[src/rtl/itof.sv]
// ============================================================================
// itof : int32 -> IEEE-754 binary32 conversion, one registered pipeline stage
//
// Converts a two's-complement signed 32-bit integer to single precision with
// round-to-nearest-even. The datapath is combinational from x to the single
// output register, so a new operand is accepted every clock and its result
// appears on y right after the sampling edge.
//
// Ports
//   clk        in   1   clock, rising edge
//   rst        in   1   synchronous active-high reset (y -> 0)
//   x          in  32   signed integer operand
//   y          out 32   binary32 result {sign, exp[7:0], frac[22:0]}, registered
//   in_valid   in   1   (ITOF_VALID_EN only) operand qualifier; y holds when 0
//   out_valid  out  1   (ITOF_VALID_EN only) in_valid delayed to match y
//
// Configuration macro
//   ITOF_VALID_EN  : when defined, adds the in_valid/out_valid handshake.
//                    When undefined, y updates from x on every clock.
// ============================================================================
module itof (
    input  logic        clk,
    input  logic        rst,
`ifdef ITOF_VALID_EN
    input  logic        in_valid,
    output logic        out_valid,
`endif
    input  logic [31:0] x,
    output logic [31:0] y
);

    // ------------------------------------------------------------------
    // Sign / magnitude. Negating 0x8000_0000 wraps to itself, which read
    // as unsigned is exactly 2^31, so no special case is needed.
    // ------------------------------------------------------------------
    logic        w_sign;
    logic [31:0] w_mag;
    logic        w_zero;

    assign w_sign = x[31];
    assign w_mag  = w_sign ? (~x + 32'd1) : x;
    assign w_zero = (w_mag == 32'd0);

    // ------------------------------------------------------------------
    // Leading-one position. Scanning upward and letting later hits
    // overwrite earlier ones leaves the highest set bit in w_p.
    // ------------------------------------------------------------------
    logic [4:0] w_p;

    always_comb begin
        w_p = 5'd0;
        for (int i = 0; i < 32; i++) begin
            if (w_mag[i]) w_p = 5'(i);
        end
    end

    // ------------------------------------------------------------------
    // Normalise: move the leading one to bit 31. Bits [30:8] are then the
    // 23-bit fraction, bit 7 is the guard and [6:0] feed the sticky. For
    // p <= 23 the shift fills the low bits with zeros, so guard and sticky
    // are both 0 and the result is exact without a separate path.
    // ------------------------------------------------------------------
    logic [31:0] w_norm;
    logic [22:0] w_frac;
    logic        w_guard;
    logic        w_sticky;
    logic        w_lsb;
    logic        w_inc;
    logic [7:0]  w_exp;

    assign w_norm   = w_mag << (5'd31 - w_p);
    assign w_frac   = w_norm[30:8];
    assign w_guard  = w_norm[7];
    assign w_sticky = |w_norm[6:0];
    assign w_lsb    = w_norm[8];
    assign w_inc    = w_guard & (w_sticky | w_lsb);
    assign w_exp    = 8'd127 + {3'b000, w_p};

    // ------------------------------------------------------------------
    // Round. Adding the increment to the concatenated {exp, frac} lets a
    // fraction carry-out ripple straight into the exponent, which is the
    // required frac=0 / exp+1 behaviour. Max exponent is 127+31+1 = 159
    // only in theory; the carry can only happen for p >= 24 with an
    // all-ones fraction, and p=31 gives at most 158 + carry from 0x7FFF_FFFF
    // style inputs whose p is 30, so the field never reaches 255.
    // ------------------------------------------------------------------
    logic [30:0] w_mag_bits;
    logic [31:0] w_res;

    assign w_mag_bits = {w_exp, w_frac} + {30'd0, w_inc};
    assign w_res      = w_zero ? 32'h0000_0000 : {w_sign, w_mag_bits};

    // ------------------------------------------------------------------
    // Output register
    // ------------------------------------------------------------------
`ifdef ITOF_VALID_EN
    logic [31:0] r_y;
    logic        r_vld;

    always_ff @(posedge clk) begin
        if (rst) begin
            r_y   <= 32'h0000_0000;
            r_vld <= 1'b0;
        end else begin
            r_vld <= in_valid;
            if (in_valid) r_y <= w_res;
        end
    end

    assign y         = r_y;
    assign out_valid = r_vld;
`else
    logic [31:0] r_y;

    always_ff @(posedge clk) begin
        if (rst) r_y <= 32'h0000_0000;
        else     r_y <= w_res;
    end

    assign y = r_y;
`endif

endmodule

[config.mk]
export PLATFORM = sky130hd
export DESIGN_NAME = itof
export DESIGN_NICKNAME = d
export VERILOG_FILES = /design/src/rtl/itof.sv
export SDC_FILE = /design/constraint.sdc
export NUM_CORES = 1
export LEC_CHECK = 0
export ABC_AREA = 1
export CAP_MARGIN = 20
export CORE_MARGIN = 3
export CORE_UTILIZATION = 23
export CTS_CLUSTER_DIAMETER = 50
export DETAILED_ROUTE_END_ITERATION = 8
export PLACE_DENSITY = 0.4
export SKIP_LAST_GASP = 1
export SLEW_MARGIN = 15
export SYNTH_ARGS = -nofsm -noshare
export SYNTH_HDL_FRONTEND = slang
export SYNTH_SLANG_ARGS = --single-unit
[constraint.sdc]
create_clock -name clk -period 5.44 [get_ports clk]
set_clock_uncertainty 0.05 [all_clocks]
set_input_delay 1.088 -clock clk [delete_from_list [all_inputs] [get_ports clk]]
set_output_delay 1.088 -clock clk [all_outputs]
set_load 0.01 [all_outputs]
== Word-level counts from Yosys, hierarchy flattened ==
Cells that the tools add are included.
Word-level totals
  flip-flop bits (word level): 32
  latch bits: 0
  bits in writable memories: 0
  ROM bits: 0
  input bits: 34
  output and inout port bits: 32
  word-level logic and storage cells: 44
  memories: 0
Operators by class
  add/subtract/negate cells: 4
  multipliers: 0
  div/mod/pow operators: 0
  order comparisons: 0
  eq/ne operators: 0
  shift-type cells: 1
  mux-type cells: 32
  bitwise logic cells: 3
  reductions and logical operators: 3
Operators by type and width (number)
  two-way mux 5 bit: 30
  adder 32 x 1 -> 32 bit, second input constant: 1
  zero test 32 bit: 1
  two-way mux 32 bit: 1
  inverter 32 bit: 1
  left shift 32 x 5 -> 31 bit: 1
  adder 31 x 1 -> 31 bit: 1
  adder 7 x 5 -> 8 bit, first input constant: 1
  OR reduction 7 bit: 1
  subtractor 5 bit, first input constant: 1
  OR reduction 2 bit: 1
  bitwise AND 1 bit: 1
  two-way mux 1 bit: 1
  OR 1 bit: 1

== Logic depth before layout (Yosys ltp) ==
Gate-level depths: netlist of the first run.
  depth in word-level cells: 40
  mapped depth: 53

== Worst setup path after synthesis of the first run ==
No wires, ideal clock.
  path kind: input to register
  start: input x[0]
  end: register r_y[22] (netlist: y[22])
  setup time: 0.115 ns
  data arrival time: 4.890 ns
  data required time: 5.275 ns
  slack: 0.385 ns
  stages: 39
  path buffers: 1
  cell sequence: clkinv_2 -> ha_1 -> nand4_1 -> or2_1 -> nor2_1 -> nand4_1 -> o31ai_1 -> xor2_1 -> nand2_1 -> nand2_1 -> nand2_1 -> nand2_1 -> nand2_1 -> nand2_1 -> nand2_1 -> nand2_1 -> nand2_1 -> nand2_1 -> [3 not listed] -> nand2_4 -> buf_4 -> nand3_1 -> nand3_2 -> nand3_2 -> nand2_1 -> nand2_2 -> nor2_4 -> ha_1 -> nand3_1 -> inv_1 -> nand2_1 -> nor2_2 -> nand3_2 -> nor2_4 -> nand3_1 -> nand2_1 -> nor2_1
Between the ends
  longest elaborated chain between the ends: 40
  elaborated cells between the ends (all ways): 42
  classes of those cells: 3 x add/sub; 1 x shift; 32 x mux; 3 x bitwise; 3 x reduce/logical
RTL lines
  start: declaration: line 28  | input logic [31:0] x,
  inverter 32 bit: line 41  | assign w_mag = w_sign ? (~x + 32'd1) : x;
  adder 32 x 1 -> 32 bit: line 41
  two-way mux 32 bit *: line 41
  two-way mux 1 bit: line 53  | if (w_mag[i]) w_p = 5'(i);
  two-way mux 5 bit (30 in series): line 53
  subtractor 5 bit: line 71  | assign w_norm = w_mag << (5'd31 - w_p);
  left shift 32 x 5 -> 31 bit: line 71
  OR reduction 7 bit: line 74  | assign w_sticky = |w_norm[6:0];
  OR 1 bit: line 76  | assign w_inc = w_guard & (w_sticky | w_lsb);
  bitwise AND 1 bit: line 76
  adder 31 x 1 -> 31 bit: line 90  | assign w_mag_bits = {w_exp, w_frac} + {30'd0, w_inc};
  end signal: assignment: line 117  | else r_y <= w_res;
  end: declaration: line 113  | logic [31:0] r_y;
Mark *: on every way between the ends. The rest lies on a longest branch, timed or not.
A chain may end at the register's enable or synchronous reset.

== Worst setup path after layout of the first run ==
  start: input x[2]
  end: register r_y[24] (netlist: y[24])
Between the ends
  longest elaborated chain between the ends: 39
  elaborated cells between the ends (all ways): 42
  classes of those cells: 4 x add/sub; 1 x shift; 31 x mux; 3 x bitwise; 3 x reduce/logical
RTL lines (line)
  inverter 32 bit: 41
  adder 32 x 1 -> 32 bit: 41
  two-way mux 32 bit *: 41
  two-way mux 5 bit (30 in series): 53
  subtractor 5 bit: 71
  left shift 32 x 5 -> 31 bit: 71
  OR reduction 7 bit: 74
  OR 1 bit: 76
  bitwise AND 1 bit: 76
  adder 31 x 1 -> 31 bit: 90
Marks and branches as above.

==> reports/metrics.yaml, run 1 <==
critical_path:
  crit_buf_inv: 5
  criticalPathCategory: "input pin to register"
  slowest_delay_ns: 0.35
  critPathLaunchType: "input pin"
  worstPathRequired_ns: 5.56
  crit_family: "simple AND/OR/NAND/NOR gates"
  worst_ep_arrival_time_ns: 5.36
  cpMaxStageDelayCell: "or3_4"
  endpoint_kind: "register"
  path_max_fanout: 6
floorplan:
  start_util_pct: 23.7
  dieHeight_um: 151
  rows: 52
  die_area_mm2: 0.0229
  core-area_mm2: 0.0205
  die_w_um: 151
  ios: 66
logic_synthesis:
  synthCells: 879
  synth_ff_type: "dfxtp_1"
  synth_edf_count: 0
  yosysMostFrequentCell: "nand2_1"
  ys_top_cells_by_count: "nand2_1, nand3_1, inv_1"
  synth.distinct_cells: 47
  yosysTopAreaCell: "nand3_1"
  yosys_register_bits: 32
  synth_warnings: 0
  async_flop_share_pct: 0
  syn_nets: 917
  seq_area_frac_synth_pct: 13.2
  ys_top_cells_by_area: "nand3_1, nand2_1, dfxtp_1"
  synth.avg_cell_area_um2: 5.52
  yosysTopAreaCellShare_pct: 20.6
  synth_area_mm2: 0.00485
worst_hold_path:
  holdCritPathClass: "input pin to register"
layout:
  multi_input_area_mm2: 0.00489
  layout-drive-gt1-share_pct: 48.8
  largest_reg_flops: 32
  utilization_pct: 45.5
  register_area_um2: 641
  n_antenna_cell: 0
  area_growth_pct: 92.3
  nets: 1219
  fill_cells: 2168
detailed_routing:
  vias: 6635
  vias_per_cell: 4.57
  postRouteAntennaNets: 0
  post_drt_wl_per_cell_um: 13.8
  drt_wl_total_um: 20000
  drtIter0Drc: 324
  first_pass_iters: 5
  drc: 0
clock_tree:
  clockBufferDepth: 2
  clk_pin_slew_worst_paths_ns: 0.05
  h-tree-depth: 2
  numCtsBuffers: 5
  tritoncts: "yes"
  root_buffer: "clkbuf_16"
  cts.sinks: 32
power_and_ir_drop:
  seqPwrFrac_pct: 13.8
  internal_power_w: 0.00114
  cellLeakagePower_nw: 4.43
  peakVddDrop_v: 0.000130
  comb_power_share_pct: 72.5
  switchingPower_w: 0.000902
  cellPowerDensity_mw_per_mm2: 219
  p_total_w: 0.00204
  switching_share_pct: 44.2
  clkPwrFrac_pct: 13.7
timing:
  max_slew_margin_pct: 70.2
  tightestPinTransition_ns: 0.445
  fmax_ghz: 0.191
  final_max_slew_viol_count: 0
  final_hold_viol_count: 0
  fin_crit_ns: 5.24
  fin_crit_sh_pct: 96.3
  rsz0062_at_grt: "yes"
  finalSetupViolCount: 0
placed_design:
  place_hpwl_um: 15100
  place_congestion: 0.844
  placement.io_buffers: 65
grt:
  grt_usage_pct: 16.7
  grt_pass1_vias: 6301
  grt_max_degree: 25
  grt_pass1_wl_um: 31000
  antenna_found_initial: 0
  gr-total-overflow: 0
flow_run:
  drv_cap: 0
outcome:
  status: "finished clean"
[cell usage in the layout, fill, tap and decap left out, drive strengths merged, types with 2 or more instances in the layout]
cell and n:
o31ai 4, a31oi 2, dlymetal6s2s 4, nor4 3, nor3 5, dfxtp 32, and2 2, or3 2
a21boi 2, inv 101, ha 4, xor2 17, buf 268, nand4 10, clkdlybuf4s50 53, nand2 270
clkbuf 12, xnor2 3, nand3 219, a21oi 23, o21ai 26, or2 4, nand3b 3, nor2 108
[cell families after synthesis]
logic type,share of synthesized area (%)
fa+ha+maj,1.03
xor+xnor,3.61
buf+inv,12.8
compound gates,7.01
simple gates,62.4
flops,13.2
[per-stage QoR]
step                instances  hold slack (ns)  setup TNS (ns)  cell area [um^2]  setup slack (ns)
floorplan                 879             1.34               0              4850             0.385
global placement         1384             1.78          -16.24              7190            -0.679
detailed placement       1384             1.78          -15.73              7190            -0.695
CTS                      1418             1.64          -0.106              7970           -0.0220
global route             1452             1.65           -2.42              9330            -0.206
finish                   1452             1.58               0              9330             0.201
[final timing paths]
check                 slack (ns)  cells after the start  startpoint     to
worst max-delay path        0.20                     36        x[2]  y[24]
worst min-delay path        1.58                      6       x[31]  y[31]
[layout make-up]
type / count / share of cell area, %
flip-flops and latches: 32 / 6.86
inverters: 102 / 4.45
clock buffers: 8 / 1.57
repair buffers: 329 / 31.1
well taps: 270 / 3.62
multi-input cells: 711 / 52.4
[timing repair]
| action | in CTS | in global routing |
|---|---|---|
| hold buffers | 0 | 0 |
| endpoints found under the setup margin | 25 | 30 |
| gates cloned | 3 | 4 |
| resized for setup | 119 | 268 |
| pin swaps | 53 | 71 |
| setup buffers | 23 | 35 |
[tightest hold or removal path, cell delays in order]
cell and delay [ns]:
dlymetal6s2s_1 0.13, buf_6 0.14, buf_4 0.14, inv_1 0.07
buf_4 0.18, nor2_1 0.11
[per-layer routing]
| metal | GRT usage (%) | vias up | wire (um) |
|---|---|---|---|
| li1 | - | 3468 | - |
| met1 | 23.5 | 3064 | 9640 |
| met2 | 27.7 | 87 | 9670 |
| met3 | 2.24 | 16 | 453 |
| met4 | 2.63 | 0 | 205 |
| met5 | 0 | - | 0 |
[power by group through the flow]
stage               Combinational [W]  Clock [W]  Sequential [W]
floorplan                    0.000568          0        0.000306
global placement              0.00109          0        0.000288
detailed placement            0.00109          0        0.000288
CTS                           0.00120   0.000289        0.000283
global route                  0.00162   0.000305        0.000286
finish                        0.00148   0.000280        0.000282
No activity file was read; power rests on OpenSTA's default activity.
==> run 2: changes to the inputs <==
--- a/config.mk
+++ b/config.mk
@@ -6,7 +6,6 @@
 export NUM_CORES = 1
 export LEC_CHECK = 0
 export ABC_AREA = 1
-export CAP_MARGIN = 20
 export CORE_MARGIN = 3
 export CORE_UTILIZATION = 23
 export CTS_CLUSTER_DIAMETER = 50
==> results of run 2 <==
No change in the layout: final DEF, timing and power equal those of run 1.
